[config.mk]
export PLATFORM = sky130hd
export DESIGN_NAME = mem_stream_sequencer
export DESIGN_NICKNAME = d
export VERILOG_FILES = /design/src/rtl/mem_stream_sequencer.sv
export SDC_FILE = /design/constraint.sdc
export NUM_CORES = 1
export LEC_CHECK = 0
export CORE_UTILIZATION = 50
export DETAILED_ROUTE_END_ITERATION = 8
export GPL_ROUTABILITY_DRIVEN = 0
export PLACE_DENSITY = 0.78
export SLEW_MARGIN = 30
export SYNTH_ARGS = -nofsm -noshare
export SYNTH_HDL_FRONTEND = slang
export SYNTH_SLANG_ARGS = --single-unit
[constraint.sdc]
create_clock -name clk2 -period 3.41 [get_ports clk2]
set_input_delay 0.5115 -clock clk2 [delete_from_list [all_inputs] [get_ports clk2]]
set_output_delay 0.5115 -clock clk2 [all_outputs]
set_load 0.02 [all_outputs]
[src/rtl/mem_stream_sequencer.sv]
// rtl/mem_stream_sequencer.sv - N-channel stepped memory address sequencer
// Optional feature macro SEQ_WRAP_EN: wrap to address 0 at end of memory instead of flagging err.
module mem_stream_sequencer #(
    parameter int              NCH    = 2,
    parameter int              AW     = 16,
    parameter int              DW     = 8,
    parameter logic [DW-1:0]   TERM   = 8'hFF,
    parameter int              RD_LAT = 1
) (
    input  logic                clk2,
    input  logic                rst,
    input  logic [NCH-1:0]      start,
    input  logic [NCH-1:0]      step,
    input  logic [NCH*DW-1:0]   data,
    output logic [NCH*AW-1:0]   addr,
    output logic [NCH-1:0]      cs,
    output logic [NCH-1:0]      en,
    output logic [NCH-1:0]      valid,
    output logic [NCH-1:0]      done,
    output logic [NCH-1:0]      err,
    output logic                busy
);

    localparam logic [1:0] S_IDLE  = 2'd0;
    localparam logic [1:0] S_WAIT  = 2'd1;
    localparam logic [1:0] S_CHECK = 2'd2;
    localparam logic [1:0] S_VALID = 2'd3;

    // WAIT counts down from RD_LAT-1 so the read data is settled when CHECK samples it
    localparam logic [1:0] CNT_INIT = 2'(RD_LAT - 1);

    for (genvar k = 0; k < NCH; k++) begin : g_ch
        logic [1:0]    state_q, state_d;
        logic [1:0]    cnt_q, cnt_d;
        logic [AW-1:0] addr_q, addr_d;
        logic          cs_q, cs_d;
        logic          valid_q, valid_d;
        logic          done_q, done_d;
        logic          err_q, err_d;
        logic [DW-1:0] word;

        assign word = data[k*DW +: DW];

        always_comb begin
            state_d = state_q;
            cnt_d   = cnt_q;
            addr_d  = addr_q;
            cs_d    = cs_q;
            valid_d = valid_q;
            done_d  = 1'b0;
            err_d   = err_q;
            case (state_q)
                S_IDLE: begin
                    if (start[k]) begin
                        addr_d  = '0;
                        cs_d    = 1'b1;
                        err_d   = 1'b0;
                        cnt_d   = CNT_INIT;
                        state_d = S_WAIT;
                    end
                end
                S_WAIT: begin
                    if (cnt_q == 2'd0) begin
                        state_d = S_CHECK;
                    end else begin
                        cnt_d = cnt_q - 2'd1;
                    end
                end
                S_CHECK: begin
                    if (word == TERM) begin
                        cs_d    = 1'b0;
                        done_d  = 1'b1;
                        state_d = S_IDLE;
                    end else begin
                        valid_d = 1'b1;
                        state_d = S_VALID;
                    end
                end
                S_VALID: begin
                    if (step[k]) begin
                        valid_d = 1'b0;
                        if (addr_q != {AW{1'b1}}) begin
                            addr_d  = addr_q + AW'(1);
                            cnt_d   = CNT_INIT;
                            state_d = S_WAIT;
                        end else begin
`ifdef SEQ_WRAP_EN
                            addr_d  = '0;
                            cnt_d   = CNT_INIT;
                            state_d = S_WAIT;
`else
                            // Ran off the end without a terminator: stop and flag it
                            cs_d    = 1'b0;
                            err_d   = 1'b1;
                            done_d  = 1'b1;
                            state_d = S_IDLE;
`endif
                        end
                    end
                end
                default: state_d = S_IDLE;
            endcase
        end

        always_ff @(posedge clk2 or posedge rst) begin
            if (rst) begin
                state_q <= S_IDLE;
                cnt_q   <= 2'd0;
                addr_q  <= '0;
                cs_q    <= 1'b0;
                valid_q <= 1'b0;
                done_q  <= 1'b0;
                err_q   <= 1'b0;
            end else begin
                state_q <= state_d;
                cnt_q   <= cnt_d;
                addr_q  <= addr_d;
                cs_q    <= cs_d;
                valid_q <= valid_d;
                done_q  <= done_d;
                err_q   <= err_d;
            end
        end

        assign addr[k*AW +: AW] = addr_q;
        assign cs[k]            = cs_q;
        assign en[k]            = cs_q;
        assign valid[k]         = valid_q;
        assign done[k]          = done_q;
        assign err[k]           = err_q;
    end

    assign busy = |cs;

endmodule

==> qor.txt, run 1 <==
outcome - finished clean
Seq pwr share - 0.430
max cap viols - 0
H-Tree Depth - 2
Antenna Nets Post-Route - 0
postcts setup bufs - 0
asr flop ratio synth - 1.00
TritonCTS Buffers - 5
Final Critical Period - 2310 ps
Worst Setup End Kind - flop
Syn Area/Cell - 9.06 sq um
Sinks on Clock Net - 48
CTS root buffer - clkbuf_8
std cell rows - 26
nets@finish - 374
vias per cell - 5.67
Buffers on Ports - 64
Sw Share - 0.391
Sw Pwr - 723 uW
Max Transition Viols Final - 0
# diodes - 0
critical path's largest stage delay - 560 ps
setup TNS - 0 ps
CP max-delay cell - and2_1
die area - 5710 sq um
ys flop type - dfrtp_1
R2R setup slack - 1100 ps
antenna violations before repair - 0
pwr dens - 546 nW/um^2
clk_lat worst skew - 290 ps
# setup viols final - 0
slew margin rel. - 0.624
Post-synth EDFFs - 0
most frequent cells in the layout - clkdlybuf4s50_1, dfrtp_1, nand2_1
die height - 75.6 microns
LEAKAGE - 0.00139 uW
Vias - 2376
DRT iter0 DRCs - 176
Post-CTS Hold Fix Bufs - 0
Worst Hold Path Cells - 1
Worst Hold Class - flop to flop
WP data required - 3590 ps
number of global-route vias before repair - 2185
worst hold endpoint - g_ch[0].cnt_q[0]$_DFFE_PP0P_
CTS tree - done
Initial Util - 0.523
critical path fanouts, max - 16
first-pass GRT wire length - 9870 microns
setup skew after layout - 4.17 ps
commonest non-fill, non-tap cell in the layout - clkdlybuf4s50_1
number of remaining DRC errors - 0
crit path cell chain - ha_1 -> nand4_2 -> o41ai_4 -> and2_1 -> nor2_1 -> o22a_1
worst slew pin tran - 559 ps
core area - 5170 sq um
Cells after Synth - 299
Yosys cell types - 50
drt total wl - 5950 microns
Area Overhead vs Synth - 24.9%
Area after DPL - 3290 sq um
Clock Path Buffers - 2
M1 GR Usage - 0.293
share of power burned in combinational logic - 0.384
I/O pins - 65
Seq/Total Area, Yosys - 0.444
syn_nets - 325
RSZ-0062 raised after global routing - false
global route hottest layer - met2
Max IR drop VDD - 0.344 mV
Final Hold Fails - 0
largest net degree at the start of global routing - 49
clock network power share - 0.186
grt met3 use - 0.0357
Startpoint Class - flop
reg2reg end - g_ch[1].addr_q[4]$_DFFE_PP0P_
CTS resizes - 0
R2R Path Start - g_ch[1].addr_q[0]$_DFFE_PP0P_
Die X - 75.6 microns
met2 layer usage reported by global route - 0.393
DRT Pass-1 Iters - 4
Tcrit/Tclk final - 0.678
Finished Cell Area - 3380 sq um
synth warn - 0
Clock Pin Slew Worst Setup and Hold Paths - 80 ps
Crit Path Class - flop to flop
Total Routing Usage GR - 0.225
worst hold path startpoint - g_ch[0].cnt_q[0]$_DFFE_PP0P_
share of cells above drive strength 1 - 0.0602
f_max - 433 MHz
FF-to-FF path depth - 6
gr ovfl total - 0
Data arrival, critical path - 2500 ps
Cell Area, Synth - 2710 sq um
drt wl/cell - 14.2 microns
DP HPWL - 4300 microns
FF+latch count, synth - 48
internal power - 1120 uW
-- cell usage after synthesis, types with 2 or more instances --
library cell	instances	share of area
a21o_1	2	0.0055
a21oi_1	14	0.026
a31oi_1	9	0.021
and2_1	2	0.0046
and3_1	4	0.0092
and4_1	4	0.013
buf_2	3	0.0055
buf_4	11	0.030
clkbuf_1	5	0.0069
dfrtp_1	48	0.44
ha_1	4	0.018
inv_1	9	0.012
mux2i_1	3	0.011
nand2_1	36	0.050
nand2b_1	6	0.014
nand3_1	13	0.024
nand4_1	17	0.039
nand4_2	2	0.0092
nor2_1	22	0.030
nor2b_1	3	0.0069
nor3_1	2	0.0037
o211ai_1	3	0.0083
o21a_1	2	0.0055
o21ai_0	16	0.030
o21ai_1	19	0.035
o21ai_2	4	0.013
o31ai_1	9	0.025
o41ai_1	2	0.0065
or2_2	2	0.0046
or3_1	3	0.0069
-- through the flow --
stage / std cells / utilization / power, uW / worst slack [ps] / hold WS (ps)
2_1_floorplan: 299 / - / 1340 / 1410 / 423
3_3_place_gp: 411 / 0.636 / 1490 / 1100 / 440
3_5_place_dp: 411 / 0.636 / 1520 / 1070 / 457
4_1_cts: 419 / 0.654 / 1860 / 1100 / 474
5_1_grt: 419 / 0.654 / 1990 / 931 / 501
6_report: 419 / 0.654 / 1850 / 1100 / 463
-- cell families after synthesis --
logic type                 share of synthesized area
DFF                                            0.444
buffers and inverters                         0.0665
muxes                                         0.0111
AOI/OAI and AO/OA                              0.213
xor gates and xnor gates                     0.00647
adders and majority gates                     0.0185
and+or+nand+nor                                0.240
-- worst max-delay path: cells and delay by family (launching register included) --
kind,cells,cell delay (ps)
simple gates,3,830
compound gates,2,680
fa+ha+maj,1,250
flops,1,440
-- power by group through the flow --
| stage | clock [uW] | sequential, uW | combinational, uW |
|---|---|---|---|
| final | 344 | 795 | 709 |
| after global routing | 380 | 812 | 798 |
| after CTS | 356 | 794 | 715 |
| after detailed placement | 0 | 805 | 710 |
| after global placement | 0 | 798 | 695 |
| after floorplan | 0 | 766 | 571 |
-- state kept, by name, summed over array words and instances, names as in the netlist --
register	count
g_ch.addr_q	32
g_ch.cnt_q	4
g_ch.cs_q	2
g_ch.done_q	2
g_ch.err_q	2
g_ch.state_q	4
g_ch.valid_q	2
-- area by class of cell --
| cell class | count | area, sq um |
|---|---|---|
| fill | 446 | 1790 |
| multi-input combinational | 220 | 1330 |
| sequential | 48 | 1200 |
| timing repair buffer | 64 | 641 |
| clock buffer | 8 | 90.1 |
| tap | 70 | 87.6 |
| inverter | 9 | 36.3 |
-- layer usage --
| metal | vias to the layer above | wire length [microns] |
|---|---|---|
| li1 | 1190 | - |
| met1 | 1121 | 2740 |
| met2 | 59 | 2910 |
| met3 | 6 | 268 |
| met4 | 0 | 40 |
| met5 | - | 0 |
-- how the worst max path moves through the flow --
stage | startpoint | to | slack [ps] | depth (start not counted)
finish | g_ch[1].addr_q[0]$_DFFE_PP0P_ | g_ch[1].addr_q[4]$_DFFE_PP0P_ | 1100 | 6
global route | g_ch[1].addr_q[0]$_DFFE_PP0P_ | g_ch[1].addr_q[4]$_DFFE_PP0P_ | 930 | 6
CTS | g_ch[1].addr_q[0]$_DFFE_PP0P_ | g_ch[1].addr_q[4]$_DFFE_PP0P_ | 1100 | 6
detailed placement | step[1] | g_ch[1].addr_q[4]$_DFFE_PP0P_ | 1070 | 6
global placement | step[1] | g_ch[1].addr_q[4]$_DFFE_PP0P_ | 1100 | 6
floorplan | g_ch[1].addr_q[0]$_DFFE_PP0P_ | g_ch[1].addr_q[6]$_DFFE_PP0P_ | 1410 | 8
Power figures use the tool's default switching activity.
==> run 2: changes to the inputs <==
--- a/config.mk
+++ b/config.mk
@@ -5,10 +5,10 @@
 export SDC_FILE = /design/constraint.sdc
 export NUM_CORES = 1
 export LEC_CHECK = 0
-export CORE_UTILIZATION = 50
+export CORE_UTILIZATION = 45
 export DETAILED_ROUTE_END_ITERATION = 8
 export GPL_ROUTABILITY_DRIVEN = 0
-export PLACE_DENSITY = 0.78
+export PLACE_DENSITY = 0.74
 export SLEW_MARGIN = 30
 export SYNTH_ARGS = -nofsm -noshare
 export SYNTH_HDL_FRONTEND = slang
==> constraint.sdc (replaced) <==
create_clock -name clk2 -period 1.9 [get_ports clk2]
set_input_delay 0.285 -clock clk2 [delete_from_list [all_inputs] [get_ports clk2]]
set_output_delay 0.285 -clock clk2 [all_outputs]
set_load 0.02 [all_outputs]
==> run 2 against run 1 <==
Non-clock buffer count grew 45. Cell count is 11% higher. Register-to-register slack worse by 1000 ps. Die area up 11%. Clock skew rose by 3.2 ps. Worst setup slack worse by 1000 ps. Sequential cell count stayed put. Critical path type unchanged. Largest cell class unchanged. Largest power group is now combinational logic.
==> qor.txt, run 2 (synthesized netlist as in run 1, its figures left out) <==
area occupied by multi-input gates - 1340 sq um (+0.85%)
Final Critical Period - 1820 ps (-495 ps)
Clock Pin Slew Worst Setup and Hold Paths - 90 ps (about the same)
antenna violations before repair - 0 (unchanged)
WP data required - 2120 ps (-1470 ps)
Antenna Nets Post-Route - 0 (unchanged)
Sinks on Clock Net - 48 (unchanged)
largest net degree at the start of global routing - 32 (-35%)
Clock Path Buffers - 2 (unchanged)
post-route setup slack - 83.2 ps (-1020 ps)
FF-to-FF path depth - 6 (unchanged)
Final Hold Fails - 0 (unchanged)
DRT Pass-1 Iters - 4 (unchanged)
LEAKAGE - 0.00165 uW (+19%)
postcts setup bufs - 0 (unchanged)
Buffers on Ports - 64 (unchanged)
critical path's largest stage delay - 470 ps (-90 ps)
Layout fillers - 473 (+6.1%)
Most flops, register - g_ch.addr_q
Worst Setup End Kind - flop
DP HPWL - 5230 microns (+22%)
clk_lat worst skew - 310 ps (+20 ps)
worst slew pin tran - 483 ps (-75.7 ps)
cell count after placement - 458 (+11%)
FF+latch area - 1210 sq um (+0.42%)
post-route total power - 3830 uW (+110%)
number of remaining DRC errors - 0 (unchanged)
Total Routing Usage GR - 0.246 (+0.0213)
gr ovfl total - 0 (unchanged)
slew margin rel. - 0.677 (+0.0527)
Worst Hold Class - input port to async pin
final cell count without fillers - 466 (+11%)
max reg flops - 32 (unchanged)
setup skew after layout - 7.41 ps (+3.24 ps)
die area - 6330 sq um (+11%)
Largest regs - g_ch.addr_q (32), g_ch.cnt_q (4), g_ch.state_q (4)
Data arrival, critical path - 2040 ps (-460 ps)
Max IR drop VDD - 0.741 mV (+120%)
pwr dens - 1010 nW/um^2 (+85%)
CP max-delay cell - dfrtp_1
CTS root buffer - clkbuf_8
most frequent cells in the layout - clkdlybuf4s50_1, dfrtp_1, buf_4
f_max - 550 MHz (+27%)
# diodes - 0 (unchanged)
# setup viols final - 0 (unchanged)
first-pass GRT wire length - 12200 microns (+24%)
H-Tree Depth - 2 (unchanged)
drt wl/cell - 15.2 microns (+7.0%)
number of global-route vias before repair - 2681 (+23%)
Initial Util - 0.480 (-0.0435)
R2R setup slack - 80 ps (-1020 ps)
outcome - finished clean
nets@finish - 419 (+12%)
TritonCTS Buffers - 5 (unchanged)
max cap viols - 0 (unchanged)
Startpoint Class - flop
DRT iter0 DRCs - 137 (-22%)
CTS tree - done
pre-CTS WS - 24.3 ps (-1050 ps)
die height - 79.6 microns (+5.3%)
reg2reg end - g_ch[0].addr_q[3]$_DFFE_PP0P_
I/O pins - 65 (unchanged)
share of cells above drive strength 1 - 0.188 (+0.128)
Max Transition Viols Final - 0 (unchanged)
Area Overhead vs Synth - 39.8%
Crit Path Class - flop to flop
drt total wl - 7090 microns (+19%)
setup TNS - 0 ps (unchanged)
R2R Path Start - g_ch[0].addr_q[12]$_DFFE_PP0P_
core area - 5640 sq um (+9.1%)
vias per cell - 5.64 (-0.51%)
Die X - 79.6 microns (+5.3%)
Tcrit/Tclk final - 0.956 (+0.278)
Worst Setup EP - g_ch[0].addr_q[3]$_DFFE_PP0P_
crit path cell chain - nand4_1 -> nor4_4 -> nand2b_1 -> buf_4 -> o211ai_1 -> o31ai_1
Hold WS - 284 ps (-179 ps)
critical path launch point - g_ch[0].addr_q[12]$_DFFE_PP0P_
commonest non-fill, non-tap cell in the layout - clkdlybuf4s50_1
critical path fanouts, max - 7 (-9)
std cell rows - 27 (+3.8%)
Vias - 2629 (+11%)
-- run 2: power by group --
| part | total [uW] | switching (uW) | internal, uW |
|---|---|---|---|
| registers | 1340 | 158 | 1190 |
| clock network | 822 | 357 | 465 |
| logic | 1660 | 899 | 765 |
| total | 3830 | 1410 | 2420 |
-- run 2: worst min-delay path by stage --
stage	startpoint	endpoint	slack, ps	cells past startpoint
final	rst	g_ch[1].cs_q$_DFFE_PP0P_	280	2
after floorplan	g_ch[0].cnt_q[0]$_DFFE_PP0P_	g_ch[0].cnt_q[0]$_DFFE_PP0P_	420	1
after detailed placement	g_ch[0].cnt_q[0]$_DFFE_PP0P_	g_ch[0].cnt_q[0]$_DFFE_PP0P_	450	1
after global routing	rst	g_ch[1].cnt_q[1]$_DFFE_PP0P_	310	2
after CTS	rst	g_ch[1].cs_q$_DFFE_PP0P_	300	2
after global placement	g_ch[0].cnt_q[0]$_DFFE_PP0P_	g_ch[0].cnt_q[0]$_DFFE_PP0P_	440	1
-- run 2: timing repair --
action | 4_1_cts | 5_1_grt
endpoints found under the setup margin | 0 | 21
resized for setup | 0 | 3
hold buffers | 0 | 0
-- run 2: per-layer routing --
layer / vias up / global-route usage / part of all wire / wire length [microns]
li1: 1283 / - / - / -
met1: 1252 / 0.293 / 0.43 / 3060
met4: 0 / 0.0818 / 0.013 / 90
met2: 82 / 0.450 / 0.51 / 3640
met3: 12 / 0.0354 / 0.043 / 306
met5: - / 0 / 0 / 0
-- run 2: area by class of cell --
class	instances	area share
Multi-Input combinational cell	220	0.353
Sequential cell	48	0.319
Timing Repair Buffer	109	0.262
Clock buffer	7	0.0255
Tap cell	72	0.0238
Inverter	9	0.00893
Clock inverter	1	0.00793
-- run 2: through the flow --
step,util,instance area (sq um)
final,0.671,3780
after floorplan,-,2710
after global placement,0.646,3650
after detailed placement,0.646,3650
after global routing,0.671,3780
after CTS,0.669,3770
-- run 2: critical path, delay by kind of cell (launching register included) --
family                 cells  cell delay, ps
AOI/OAI and AO/OA          2             170
buffers and inverters      1             190
DFF                        1             470
and+or+nand+nor            3             910
